File: config.mk
export PLATFORM = sky130hd
export DESIGN_NAME = regfile_scoreboard
export DESIGN_NICKNAME = d
export VERILOG_FILES = /design/src/rtl/regfile_scoreboard.sv
export SDC_FILE = /design/constraint.sdc
export NUM_CORES = 1
export LEC_CHECK = 0
export BUFFER_PORTS_ARGS = -buffer_cell sky130_fd_sc_hd__buf_2
export CORE_UTILIZATION = 56
export CTS_CLUSTER_SIZE = 25
export DETAILED_ROUTE_END_ITERATION = 8
export PLACE_DENSITY = 0.82
export SKIP_LAST_GASP = 1
export SYNTH_ARGS = -nofsm -noshare
export SYNTH_HDL_FRONTEND = slang
export SYNTH_SLANG_ARGS = --single-unit
File: constraint.sdc
create_clock -name clk -period 4.5 [get_ports clk]
set_clock_uncertainty 0.15 [all_clocks]
set_input_delay 0.675 -clock clk [delete_from_list [all_inputs] [get_ports clk]]
set_output_delay 0.675 -clock clk [all_outputs]
set_load 0.01 [all_outputs]
File: src/rtl/regfile_scoreboard.sv
// regfile_scoreboard: integer register file with two combinational read
// ports, one write-back port and a per-register pending-write counter.
// Decode reserves a destination at issue; write-back retires it. Each read
// port reports a busy flag so decode can stall on RAW hazards.
//
// Optional feature: define REGFILE_BYPASS_EN to forward write-back data to
// the read ports in the same cycle. With it undefined, reads always come
// from storage and the busy flags ignore the in-flight write-back.
module regfile_scoreboard #(
  parameter int               XLEN    = 32,
  parameter int               NREG    = 16,
  parameter int               AW      = $clog2(NREG),
  parameter int               PCNT_W  = 2,
  parameter logic [XLEN-1:0]  RST_VAL = '0
) (
  input  logic            clk,
  input  logic            rst,
  input  logic [AW-1:0]   rs1,
  input  logic [AW-1:0]   rs2,
  output logic [XLEN-1:0] src1,
  output logic [XLEN-1:0] src2,
  output logic            busy1,
  output logic            busy2,
  input  logic            issue_valid,
  input  logic [AW-1:0]   issue_rd,
  output logic            issue_ready,
  input  logic            wb_valid,
  input  logic [AW-1:0]   wb_rd,
  input  logic [XLEN-1:0] wb_data,
  output logic            err
);

  // Saturation value of a pending counter: no more reservations beyond it.
  localparam logic [PCNT_W-1:0] PMAX = '1;
  localparam logic [PCNT_W-1:0] PONE = PCNT_W'(1);

  logic [XLEN-1:0]   regs    [NREG];
  logic [PCNT_W-1:0] pending [NREG];

  logic issue_fire;
  logic wb_fire;

  // A full counter can still take a reservation when a write-back to the
  // same register retires one in this cycle; x0 never blocks.
  assign issue_ready = (issue_rd == '0) ||
                       (pending[issue_rd] != PMAX) ||
                       (wb_valid && (wb_rd == issue_rd));

  assign issue_fire = issue_valid && issue_ready && (issue_rd != '0);
  assign wb_fire    = wb_valid && (wb_rd != '0);

  // Storage, pending counters and the sticky underflow flag; x0 is held at
  // zero with no reservations and is never written.
  always_ff @(posedge clk) begin
    if (rst) begin
      for (int i = 0; i < NREG; i++) begin
        regs[i]    <= RST_VAL;
        pending[i] <= '0;
      end
      regs[0] <= '0;
      err     <= 1'b0;
    end else begin
      if (wb_fire) begin
        regs[wb_rd] <= wb_data;
        if (pending[wb_rd] == '0) begin
          err <= 1'b1;
        end
      end
      for (int i = 1; i < NREG; i++) begin
        if (issue_fire && (issue_rd == AW'(i)) &&
            !(wb_fire && (wb_rd == AW'(i)))) begin
          pending[i] <= pending[i] + PONE;
        end else if (wb_fire && (wb_rd == AW'(i)) &&
                     !(issue_fire && (issue_rd == AW'(i))) &&
                     (pending[i] != '0)) begin
          pending[i] <= pending[i] - PONE;
        end
      end
    end
  end

  // Read port 1: storage value and busy flag, optionally forwarding the
  // write-back that retires the addressed register this cycle.
  always_comb begin
    src1  = regs[rs1];
    busy1 = (pending[rs1] != '0);
`ifdef REGFILE_BYPASS_EN
    if (wb_valid && (wb_rd == rs1) && (rs1 != '0)) begin
      src1  = wb_data;
      busy1 = (pending[rs1] > PONE);
    end
`endif
    if (rs1 == '0) begin
      src1  = '0;
      busy1 = 1'b0;
    end
  end

  // Read port 2: same behaviour as port 1.
  always_comb begin
    src2  = regs[rs2];
    busy2 = (pending[rs2] != '0);
`ifdef REGFILE_BYPASS_EN
    if (wb_valid && (wb_rd == rs2) && (rs2 != '0)) begin
      src2  = wb_data;
      busy2 = (pending[rs2] > PONE);
    end
`endif
    if (rs2 == '0) begin
      src2  = '0;
      busy2 = 1'b0;
    end
  end

endmodule
==> impl_metrics.toml <==
[cts]
clock_latency_ns = 0.61
cts_root_buffer = "clkbuf_16"
clock_path_buffers = 3
hold_buffers = 0
cts_sinks = 543
cts_resized = 0
cts.htree.levels = 2
cts_made_buffers = 57
cts_tree = "yes"
postCtsSetupBuffers = 0
path_clk_slew_ns = 0.06

[detailed_routing]
drt_iter0_markers = 2613
vias = 18950
post_drt_wl_per_cell_um = 30.64
drt-total-wl_um = 83800
avgViaCountPerCell = 6.927
drtPass1Iterations = 6
drc = 0
drtAntennaViolNets = 0

[timing]
rsz0062_at_grt = "false"
final_hold_viol_count = 0
final_max_slew_viol_count = 0
setup_tns_ns = 0
holdWs_ns = 0.2706
period_share_pct = 86.28
period_needed_ns = 3.883
tightestPinTransition_ns = 1.137
setup_ws_ns = 0.6174
fmax_mhz = 257.6
setup_violations = 0
slew_headroom_pct = 24.10

[layout]
stdcell_count = 2735
utilization_pct = 63.39
final_common_cell = "edfxtp_1"
areaGrowthSynthToFinish_pct = 12.01
layout-drive-gt1-share_pct = 31.88
design_area_sq_mm = 0.03331
final_cell_mix = "edfxtp_1 (542), and2_1 (451), mux4_2 (328)"
finalNetCount = 2054

[die]
core_sq_mm = 0.05255
io_pins = 120
die_h_um = 232.5
start_util_pct = 56.60
die-width_um = 232.5
die_area_sq_mm = 0.05404
num_rows = 84

[worst_setup_path]
worstRegToRegCells = 6
critPathRequiredTime_ns = 3.67
rr_endpoint = "pending[10][1]$_SDFFCE_PP0P_"
reg2reg_slack_ns = 1.41
criticalPathCategory = "primary input to output port"
crit_path_max_fanout = 91
crit_path_end = "src1[23]"
crit_start = "rs1[1]"
worstReg2RegStart = "pending[11][1]$_SDFFCE_PP0P_"
arrival_ns = 3.06
start_kind = "primary input"
critPathCaptureType = "output port"

[job]
cap_violations = 0

[synth]
mappedNetlistArea_sq_mm = 0.02974
ys_seq_area_share_pct = 54.79
synth-edff-count = 542
async_flop_share_pct = 0
synth-seq-cells = 543
synth_area_per_cell_sq_um = 15.51
synthCells = 1918
yosysWarnings = 0
synth.distinct_cells = 57
synthFlopType = "edfxtp_1"

[min_path]
hp-class = "primary input to flip-flop"
hold_depth = 3

[grt]
grt_max_degree = 92
overflow = 0
grt_pass1_vias = 19370
track_usage_pct = 31.86
grt_pass1_wl_um = 124000
grt_antenna_before_repair = 5

[place]
place_area_sq_mm = 0.03136
dp_slack_ns = 0.7246
gp_congestion = 0.8800
dp_cells = 2630
place_hpwl_um = 49600
io_buffers = 119

[pwr]
power_density_mw_per_mm2 = 381.1
max-vdd-ir-drop_mv = 0.2954
p_total_mw = 12.70
power.leakage_nw = 11.70

[run_status]
status = "complete, no violations"
==> kinds of logic after synthesis <==
kind of cell | Yosys count | share of synthesized area, %
simple gates | 722 | 14.36
flops | 543 | 54.79
mux | 347 | 25.75
buf+inv | 204 | 2.734
compound gates | 91 | 2.049
xor+xnor | 9 | 0.2650
fa+ha+maj | 1 | 0.04206
other cells | 1 | 0.01261
==> flip-flops by register name, summed over array words and instances, names as in the netlist <==
name,count
pending,30
regs,512
err,1
==> cell type report <==
type                            instances  area (sq um)
Fill cell                            3612         19240
Timing Repair Buffer                  183          1266
Antenna cell                            2         5.005
Tap cell                              688         860.8
Clock inverter                         33         431.7
Multi-Input combinational cell       1202         12880
Clock buffer                           70          1518
Inverter                               14         52.55
Sequential cell                       543         16300
==> power by group <==
group          total (mW)  switching (mW)  internal, mW
clock                4.99            1.99          3.01
sequential           6.07           0.184          5.89
combinational        1.63           0.840         0.793
total                12.7            3.01          9.69
==> worst max-delay path, stage by stage <==
cell     delay (ns)
buf_6          0.70
buf_12         0.35
mux4_2         0.34
mux4_2         0.48
nor2b_1        0.15
buf_2          0.16
==> per-layer routing <==
metal / vias to the layer above / wire length (um) / GRT usage [%]
li1: 7577 / - / -
met1: 9637 / 29200 / 41.86
met2: 1467 / 40770 / 51.50
met3: 261 / 9590 / 6.225
met4: 4 / 4232 / 14.95
met5: - / 17 / 0
==> Yosys cell counts, drive strengths merged, types with 7 or more instances <==
cell type	n	area, sq um
nor2b	79	494.2
mux2	12	135.1
xnor2	8	70.07
buf	47	224.0
nand3	22	110.1
nand2	47	176.4
a31oi	7	43.79
and3	38	237.7
and2	452	2828
mux4	332	7492
o21ai	22	110.1
inv	14	52.55
or2	12	75.07
o211ai	16	120.1
nor2	48	180.2
clkbuf	143	536.8
a21oi	22	125.1
edfxtp	542	16280
==> worst min-delay path by stage <==
| stage | start | end | slack [ns] |
|---|---|---|---|
| after detailed placement | err$_SDFFE_PP0P_ | err$_SDFFE_PP0P_ | 0.37 |
| after global placement | err$_SDFFE_PP0P_ | err$_SDFFE_PP0P_ | 0.37 |
| after floorplan | err$_SDFFE_PP0P_ | err$_SDFFE_PP0P_ | 0.35 |
| after global routing | wb_valid | err$_SDFFE_PP0P_ | 0.29 |
| final | wb_valid | err$_SDFFE_PP0P_ | 0.27 |
| after CTS | wb_valid | err$_SDFFE_PP0P_ | 0.25 |
(Power assumes the default switching activity.)
